File: config.mk
export PLATFORM = sky130hd
export DESIGN_NAME = iecdrv_sd_arbiter
export DESIGN_NICKNAME = d
export VERILOG_FILES = /design/src/rtl/iecdrv_sd_arbiter.sv
export SDC_FILE = /design/constraint.sdc
export NUM_CORES = 1
export LEC_CHECK = 0
export CELL_PAD_IN_SITES_DETAIL_PLACEMENT = 1
export CELL_PAD_IN_SITES_GLOBAL_PLACEMENT = 1
export CORE_ASPECT_RATIO = 1.5
export CORE_MARGIN = 4
export CORE_UTILIZATION = 21
export CTS_BUF_LIST = sky130_fd_sc_hd__clkbuf_16
export CTS_CLUSTER_SIZE = 10
export DETAILED_ROUTE_END_ITERATION = 8
export GPL_TIMING_DRIVEN = 1
export PLACE_DENSITY = 0.78
export SYNTH_ARGS = -nofsm -noshare
export SYNTH_HDL_FRONTEND = slang
export SYNTH_SLANG_ARGS = --single-unit
export TNS_END_PERCENT = 50
File: constraint.sdc
create_clock -name clk -period 1.6 [get_ports clk]
set_input_delay 0.16 -clock clk [delete_from_list [all_inputs] [get_ports clk]]
set_output_delay 0.16 -clock clk [all_outputs]
set_load 0.02 [all_outputs]
File: src/rtl/iecdrv_sd_arbiter.sv
// Round-robin arbiter sharing one host SD block channel between up to four IEC drives.
// Optional request watchdog enabled by defining SDARB_TIMEOUT_EN.
module iecdrv_sd_arbiter #(
    parameter int unsigned NDRIVES        = 4,
    parameter logic [23:0] TIMEOUT_CYCLES = 24'hFFFFFF
) (
    input  logic                    clk,
    input  logic                    reset_n,
    input  logic [NDRIVES-1:0]      req_rd,
    input  logic [NDRIVES-1:0]      req_wr,
    input  logic [32*NDRIVES-1:0]   req_lba,
    input  logic [6*NDRIVES-1:0]    req_blk_cnt,
    input  logic [8*NDRIVES-1:0]    req_buff_din,
    output logic [NDRIVES-1:0]      req_ack,
    output logic [31:0]             sd_lba,
    output logic [5:0]              sd_blk_cnt,
    output logic                    sd_rd,
    output logic                    sd_wr,
    input  logic                    sd_ack,
    output logic [7:0]              sd_buff_din,
    output logic [1:0]              grant,
    output logic                    busy,
    output logic [NDRIVES-1:0]      timeout_err
);

    if (NDRIVES < 1 || NDRIVES > 4) begin : g_bad_ndrives
        $error("iecdrv_sd_arbiter: NDRIVES must be in 1..4");
    end
    if (TIMEOUT_CYCLES == 24'd0) begin : g_bad_timeout
        $error("iecdrv_sd_arbiter: TIMEOUT_CYCLES must be non-zero");
    end

    typedef enum logic [1:0] {IDLE, REQ, XFER, DONE} state_t;

    state_t      state, state_nxt;
    logic [1:0]  last, last_nxt;
    logic [1:0]  grant_nxt;
    logic [31:0] lba_nxt;
    logic [5:0]  blk_nxt;
    logic        rd_nxt, wr_nxt;

    logic [3:0]  pend4;
    logic [1:0]  idx;
    logic [1:0]  pick;
    logic        found;
    logic [31:0] pick_lba;
    logic [5:0]  pick_blk;
    logic        pick_wr;
    logic        grant_pend;

`ifdef SDARB_TIMEOUT_EN
    logic [23:0]        cnt, cnt_nxt;
    logic [NDRIVES-1:0] tmo_q, tmo_nxt;
`endif

    // Round-robin scan starting just after the last served drive.
    always_comb begin
        pend4 = '0;
        pend4[NDRIVES-1:0] = req_rd | req_wr;
        found = 1'b0;
        pick  = '0;
        idx   = '0;
        for (int unsigned k = 1; k <= NDRIVES; k++) begin
            idx = 2'((32'(last) + k) % NDRIVES);
            if (!found && pend4[idx]) begin
                found = 1'b1;
                pick  = idx;
            end
        end
    end

    always_comb begin
        pick_lba    = '0;
        pick_blk    = '0;
        pick_wr     = 1'b0;
        grant_pend  = 1'b0;
        sd_buff_din = '0;
        req_ack     = '0;
        for (int unsigned i = 0; i < NDRIVES; i++) begin
            if (pick == 2'(i)) begin
                pick_lba = req_lba[32*i +: 32];
                pick_blk = req_blk_cnt[6*i +: 6];
                pick_wr  = req_wr[i];
            end
            if (grant == 2'(i)) begin
                grant_pend  = req_rd[i] | req_wr[i];
                sd_buff_din = req_buff_din[8*i +: 8];
                req_ack[i]  = (state == XFER) && sd_ack;
            end
        end
    end

    assign busy = (state != IDLE);

    always_comb begin
        state_nxt = state;
        last_nxt  = last;
        grant_nxt = grant;
        lba_nxt   = sd_lba;
        blk_nxt   = sd_blk_cnt;
        rd_nxt    = sd_rd;
        wr_nxt    = sd_wr;
`ifdef SDARB_TIMEOUT_EN
        cnt_nxt   = cnt;
        tmo_nxt   = '0;
`endif
        case (state)
            IDLE: begin
                if (found) begin
                    grant_nxt = pick;
                    lba_nxt   = pick_lba;
                    blk_nxt   = pick_blk;
                    wr_nxt    = pick_wr;
                    rd_nxt    = !pick_wr;
                    state_nxt = REQ;
`ifdef SDARB_TIMEOUT_EN
                    cnt_nxt   = '0;
`endif
                end
            end
            REQ: begin
`ifdef SDARB_TIMEOUT_EN
                cnt_nxt = cnt + 24'd1;
`endif
                // Host ack takes priority over a same-cycle cancel.
                if (sd_ack) begin
                    rd_nxt    = 1'b0;
                    wr_nxt    = 1'b0;
                    state_nxt = XFER;
                end else if (!grant_pend) begin
                    rd_nxt    = 1'b0;
                    wr_nxt    = 1'b0;
                    last_nxt  = grant;
                    state_nxt = IDLE;
                end
`ifdef SDARB_TIMEOUT_EN
                else if (cnt == TIMEOUT_CYCLES - 24'd1) begin
                    rd_nxt    = 1'b0;
                    wr_nxt    = 1'b0;
                    last_nxt  = grant;
                    state_nxt = IDLE;
                    for (int unsigned i = 0; i < NDRIVES; i++) begin
                        if (grant == 2'(i)) tmo_nxt[i] = 1'b1;
                    end
                end
`endif
            end
            XFER: begin
                if (!sd_ack) state_nxt = DONE;
            end
            DONE: begin
                last_nxt  = grant;
                state_nxt = IDLE;
            end
            default: state_nxt = IDLE;
        endcase
    end

    always_ff @(posedge clk) begin
        if (!reset_n) begin
            state      <= IDLE;
            last       <= 2'(NDRIVES - 1);
            grant      <= '0;
            sd_lba     <= '0;
            sd_blk_cnt <= '0;
            sd_rd      <= 1'b0;
            sd_wr      <= 1'b0;
`ifdef SDARB_TIMEOUT_EN
            cnt        <= '0;
            tmo_q      <= '0;
`endif
        end else begin
            state      <= state_nxt;
            last       <= last_nxt;
            grant      <= grant_nxt;
            sd_lba     <= lba_nxt;
            sd_blk_cnt <= blk_nxt;
            sd_rd      <= rd_nxt;
            sd_wr      <= wr_nxt;
`ifdef SDARB_TIMEOUT_EN
            cnt        <= cnt_nxt;
            tmo_q      <= tmo_nxt;
`endif
        end
    end

`ifdef SDARB_TIMEOUT_EN
    assign timeout_err = tmo_q;
`else
    assign timeout_err = '0;
`endif

endmodule

==> flow_summary.toml, run 1 <==
[run_status]
outcome = "finished, violations left"
failed_checks = "setup timing"

[clock_network]
cts_buffer_depth = 2
cts_root_buffer = "clkbuf_16"
clock_latency_ns = 0.29
cts_max_level = 2
clock-sinks = 46
cts_buffers = 5
cts_hold_buf = 0
cts_tree = "done"
path_clk_slew_ns = 0.07

[logic_synthesis]
syn_inst = 394
yosys_warnings = 0
synth_top_area_share = 0.275
yosys.area.top_type = "dfxtp_1"
async_reset_ff_frac = 0
syn-cell-area_um2 = 3340
avgSynthCellArea_um2 = 8.49
yosysSeqAreaShare = 0.275
synth-seq-cells = 46
synth_edf_count = 0
yosysUniqueCellTypes = 48
synthTopCellsByArea = "dfxtp_1 28%, mux2i_1 12%, a21boi_0 8.5%"
ys.flop_type = "dfxtp_1"

[power_and_ir_drop]
ir_drop_v = 0.000411
p_switching_mw = 1.75
p_total_mw = 5.38
combPwrFrac = 0.513
power.density_nw_per_um2 = 730
pwr-share-seq = 0.265
intPower_mw = 3.63
p_sw_frac = 0.325
p_leak_nw = 2.88
pwr-share-clk = 0.222

[finish]
n_antenna_cell = 0
drive_above_1_share = 0.231
fin_cells = 900
fin_area_um2 = 7370
mostFrequentLayoutCell = "clkdlybuf4s50_1"
fin_util = 0.472
fin_nets = 892
final_cell_mix = "226 x clkdlybuf4s50_1, 49 x buf_4, 44 x nand2_1"
fill_cells = 1775
syn_to_final_growth_pct = 120

[timing]
fin_skew_ns = 0.0117
hold_viol = 0
maxSlewViolCount = 0
finalSetupViolCount = 52
period_share = 1.14
fmax_mhz = 547
postLayoutSetupSlackWorst_ns = -0.229
rsz0062_at_grt = "yes"
period_needed_ns = 1.83

[place]
port_buffers = 249
post-place-ws_ns = -0.771
place.detailed.hpwl_um = 12800
gp_congestion = 0.847
dpl-instance-area_um2 = 6320
place_inst = 849

[critical_path]
setup.worst_path.class = "reg -> reg"
ff2ff_setup_slack_ns = -0.23
endpoint_kind = "flop"
r2r_end = "sd_wr$_SDFFE_PN0P_"
setup.worst_path.start_class = "flop"
rr_worst_depth = 6
timing.critical_path.fanout_max = 3
worstPathRequired_ns = 1.83
r2r-start = "grant[0]$_SDFFE_PN0P_"
arrival_ns = 2.05
startpoint = "grant[0]$_SDFFE_PN0P_"

[detailed_routing]
drtPass1Iterations = 4
first_iter_violations = 186
drt_wl_total_um = 19700
viasPerCell = 4.91
num_vias = 4423
drcViolationCount = 0
wire_per_inst_um = 21.9
ant_nets = 0

[job]
drv_cap = 0

[hold_path]
hp-class = "reg -> reg"
min_to = "sd_lba[8]$_SDFFE_PN0P_"
hold_path_startpoint = "sd_lba[8]$_SDFFE_PN0P_"
hold-path-cell-count = 2

[floorplanning]
start_util = 0.214
die_w_um = 111
fp-row-count = 56
coreArea_um2 = 15600
design.die.area_um2 = 18100
ioPinCount = 254
die_y_um = 163

[grt]
antenna_found_initial = 0
overflow = 0
grt.total_usage = 0.201
first_global_vias = 4871
grt_pass1_wl_um = 28200
grt_max_degree = 32
==> registers in the layout, summed over array words and instances (netlist names), named ones only <==
register,flops
sd_wr,1
sd_blk_cnt,6
sd_lba,32
last,2
grant,2
sd_rd,1
state,1
==> Yosys cell counts (2+ instances only) <==
cell type  instances
dfxtp_1           46
buf_4              7
and3_1            39
a21oi_1            4
o211ai_1          38
buf_6              5
o21ai_0           17
nand2_1           44
o21a_1             2
nand3_1            2
nor2_2             3
buf_2              9
mux2i_1           41
o21ai_1           25
nor2_1             9
mux4_2             9
inv_1              4
clkbuf_1          18
o31ai_1            2
nor2b_1            3
a21boi_0          38
buf_1              3
==> area by class of cell <==
class / count / area (um^2) / share of cell area
clock buffers: 5 / 125 / 0.0170
clock inverters: 2 / 33.8 / 0.00458
inverters: 4 / 15.0 / 0.00204
multi-input cells: 304 / 2400 / 0.325
flip-flops and latches: 46 / 933 / 0.127
well taps: 203 / 254 / 0.0345
repair buffers: 336 / 3610 / 0.490
==> logic make-up (layout without fill, tap and decap cells) <==
group / after synthesis / after routing / synth area share
compound gates: 136 / 136 / 0.276
fa+ha+maj: 1 / 1 / 0.00299
buf+inv: 47 / 347 / 0.0763
flops: 46 / 46 / 0.275
mux: 51 / 51 / 0.190
other cells: 1 / 4 / 0.00112
simple gates: 112 / 112 / 0.178
==> worst max-delay path, cell delays in order (launching register included) <==
cell and delay [ns]:
dfxtp_4 0.37, buf_6 0.12, mux4_2 0.53, or3b_4 0.42, inv_2 0.07, o31a_1 0.13, o21a_1 0.12
==> worst max path at each step <==
stage / to / slack (ns) / cells past startpoint
after floorplan: sd_wr$_SDFFE_PN0P_ / -0.09 / 6
after global placement: sd_lba[6]$_SDFFE_PN0P_ / -0.67 / 8
after detailed placement: sd_lba[6]$_SDFFE_PN0P_ / -0.77 / 8
after CTS: sd_wr$_SDFFE_PN0P_ / -0.19 / 6
after global routing: sd_wr$_SDFFE_PN0P_ / -0.25 / 6
final: sd_wr$_SDFFE_PN0P_ / -0.23 / 6
==> what timing repair did <==
| action | CTS | global route |
|---|---|---|
| gates cloned | 11 | 4 |
| setup buffers | 18 | 11 |
| setup endpoints to repair | 60 | 51 |
| pin swaps | 33 | 23 |
| gates resized for setup | 132 | 25 |
==> routing by layer <==
metal,global-route usage,wire (um),vias up
li1,-,-,2070
met1,0.201,6900,2137
met2,0.410,11200,180
met3,0.0379,1040,36
met4,0.0675,543,0
met5,0,0,-
==> power groups by stage <==
stage,Combinational (mW),Clock [mW],Sequential [mW]
4_1_cts,2.60,1.22,1.43
5_1_grt,2.91,1.27,1.45
3_5_place_dp,2.19,0,1.46
3_3_place_gp,2.13,0,1.45
2_1_floorplan,0.810,0,1.62
6_report,2.76,1.19,1.43
==> metrics by stage <==
| stage | hold WS, ns | TNS, ns |
|---|---|---|
| 2_1_floorplan | 0.222 | -0.306 |
| 3_3_place_gp | 0.453 | -24.57 |
| 3_5_place_dp | 0.459 | -27.48 |
| 4_1_cts | 0.475 | -4.11 |
| 5_1_grt | 0.498 | -7.28 |
| 6_report | 0.472 | -4.14 |
(Power assumes the default switching activity.)
==> run 2: changes to the inputs <==
--- a/config.mk
+++ b/config.mk
@@ -8,7 +8,7 @@
 export CELL_PAD_IN_SITES_DETAIL_PLACEMENT = 1
 export CELL_PAD_IN_SITES_GLOBAL_PLACEMENT = 1
 export CORE_ASPECT_RATIO = 1.5
-export CORE_MARGIN = 4
+export CORE_MARGIN = 5
 export CORE_UTILIZATION = 21
 export CTS_BUF_LIST = sky130_fd_sc_hd__clkbuf_16
 export CTS_CLUSTER_SIZE = 10
==> run 2 against run 1 <==
Fmax increased by 5.1%. The run still ends with setup timing left. Critical path depth up 2. Combinational power decreased by 4%. Power is 5.4% lower. Setup slack improved by 0.089 ns. Sequential share of layout area increased by 0.11 points. Hold slack improved by 0.0021 ns. Clock skew fell by 0.0081 ns. First-iteration DRC count decreased by 37%. Register-to-register slack better by 0.09 ns. Die area grew 3.1%.
==> flow_summary.toml, run 2 (same netlist as run 1, synthesis figures left out) <==
[run_status]
outcome = "finished, violations left"
failed_checks = "setup timing"

[place]
dpl-instance-area_um2 = 6340
gp_congestion = 0.887
place.detailed.hpwl_um = 13100
port_buffers = 249
place_inst = 851

[critical_path]
r2r-start = "last[0]$_SDFFE_PN1P_"
arrival_ns = 1.92
setup.worst_path.class = "reg -> reg"
crit_chain = "buf_4 -> nor3_2 -> a211oi_4 -> buf_4 -> o31ai_1 -> a31oi_2 -> buf_4 -> o21a_1"
cp_slowest_stage_delay_ns = 0.38
setup.worst_path.start_class = "flop"
endpoint_kind = "flop"
path_common_cell = "buf_4"
crit_slowest_cell = "dfxtp_4"
rr_worst_depth = 8
timing.critical_path.fanout_max = 6
r2r_end = "sd_wr$_SDFFE_PN0P_"
ff2ff_setup_slack_ns = -0.14
worstPathRequired_ns = 1.78

[detailed_routing]
num_vias = 4311
drcViolationCount = 0
wire_per_inst_um = 20.6
first_iter_violations = 118
ant_nets = 0
viasPerCell = 4.86
drt_wl_total_um = 18300
drtPass1Iterations = 4

[clock_network]
cts_hold_buf = 0
clock_latency_ns = 0.29
clock-sinks = 46
cts_root_buffer = "clkbuf_16"
cts_buffers = 5
cts_buffer_depth = 2
cts_max_level = 2
cts_tree = "done"
path_clk_slew_ns = 0.07

[floorplanning]
fp-row-count = 56
coreArea_um2 = 15600
die_y_um = 165
ioPinCount = 254
design.die.area_um2 = 18600
start_util = 0.214
die_w_um = 113

[power_and_ir_drop]
power.density_nw_per_um2 = 696
p_leak_nw = 2.76
ir_drop_v = 0.000348

[finish]
top_regs = "sd_lba x32, sd_blk_cnt x6"
regMostFlops = "sd_lba"
mostFrequentLayoutCell = "clkdlybuf4s50_1"
n_antenna_cell = 0
fin_util = 0.468
syn_to_final_growth_pct = 118
drive_above_1_share = 0.253
fin_cells = 887
largest_register_ffs = 32
fin_area_um2 = 7310
final_cell_mix = "226 x clkdlybuf4s50_1, 42 x nand2_1, 42 x dfxtp_1"
fin_nets = 879
fill_cells = 1750

[hold_path]
hold-path-cell-count = 2
hold_path_startpoint = "sd_blk_cnt[3]$_SDFFE_PN0P_"
min_to = "sd_blk_cnt[3]$_SDFFE_PN0P_"
hp-class = "reg -> reg"

[timing]
period_share = 1.09
hold_ws_ns = 0.474
fin_setup_tns_ns = -4.51
period_needed_ns = 1.74
maxSlewViolCount = 0
postLayoutSetupSlackWorst_ns = -0.140
hold_viol = 0
fmax_mhz = 575
rsz0062_at_grt = "yes"
finalSetupViolCount = 53
fin_skew_ns = 0.00359

[grt]
antenna_found_initial = 0
grt_pass1_wl_um = 26800
first_global_vias = 4933
grt.total_usage = 0.183
grt_max_degree = 39
overflow = 0

[job]
drv_cap = 0
==> run 2: cell count changes in the layout (fill, tap and decap cells not counted), moves of 4 or more <==
cell     change
and3_1       -7
and3_4       +8
buf_12       +7
buf_4       -12
buf_6        -8
mux2i_1      -7
mux2i_4      +4
o21ai_0      -5
o21ai_1      -8
o21ai_2     +14
==> run 2: layer usage <==
metal | routed length, um | GRT usage | vias up
met4 | 533 | 0.0651 | 0
met5 | 0 | 0 | -
met1 | 6420 | 0.180 | 2054
li1 | - | - | 2033
met2 | 10200 | 0.364 | 187
met3 | 1160 | 0.0466 | 37
==> run 2: layout make-up <==
cell class | count | area, um^2 | area share
Sequential cell | 46 | 933 | 0.128
Timing Repair Buffer | 323 | 3440 | 0.471
Tap cell | 203 | 254 | 0.0348
Inverter | 4 | 15.0 | 0.00205
Multi-Input combinational cell | 304 | 2530 | 0.346
Clock buffer | 5 | 125 | 0.0171
Clock inverter | 2 | 7.51 | 0.00103
==> run 2: report_power, final <==
part           switching, mW  internal [mW]  leakage, nW
Combinational           1.13           1.51         2.31
Clock                  0.458          0.561       0.0723
Sequential             0.107           1.31        0.381
Total                   1.70           3.39         2.76
==> run 2: worst max path at each step <==
stage	startpoint	to	slack, ns	depth (start not counted)
after floorplan	grant[0]$_SDFFE_PN0P_	sd_wr$_SDFFE_PN0P_	-0.09	6
after global placement	req_wr[1]	sd_lba[21]$_SDFFE_PN0P_	-0.68	8
after detailed placement	req_wr[1]	sd_lba[6]$_SDFFE_PN0P_	-0.77	8
after CTS	grant[0]$_SDFFE_PN0P_	sd_wr$_SDFFE_PN0P_	-0.17	6
after global routing	last[0]$_SDFFE_PN1P_	sd_lba[4]$_SDFFE_PN0P_	-0.23	9
final	last[0]$_SDFFE_PN1P_	sd_wr$_SDFFE_PN0P_	-0.14	8
==> run 2: critical path, delay by kind of cell (launching register included) <==
| kind | cells | cell delay (ns) |
|---|---|---|
| AO/OA/AOI/OAI | 4 | 0.60 |
| buffers and inverters | 3 | 0.45 |
| flip-flops | 1 | 0.38 |
| AND/OR/NAND/NOR | 1 | 0.22 |
==> run 2: metrics by stage <==
stage / power, mW / setup WS, ns
2_1_floorplan: 2.43 / -0.0933
3_3_place_gp: 3.59 / -0.681
3_5_place_dp: 3.65 / -0.765
4_1_cts: 5.01 / -0.174
5_1_grt: 5.34 / -0.227
6_report: 5.09 / -0.140
==> run 2: repair_timing <==
item | CTS | global route
hold endpoints to repair | 0 | 0
buffers inserted | 18 | 3
gates resized for setup | 165 | 31
gates cloned | 6 | 5
endpoints found under the setup margin | 60 | 56
pin swaps | 45 | 18
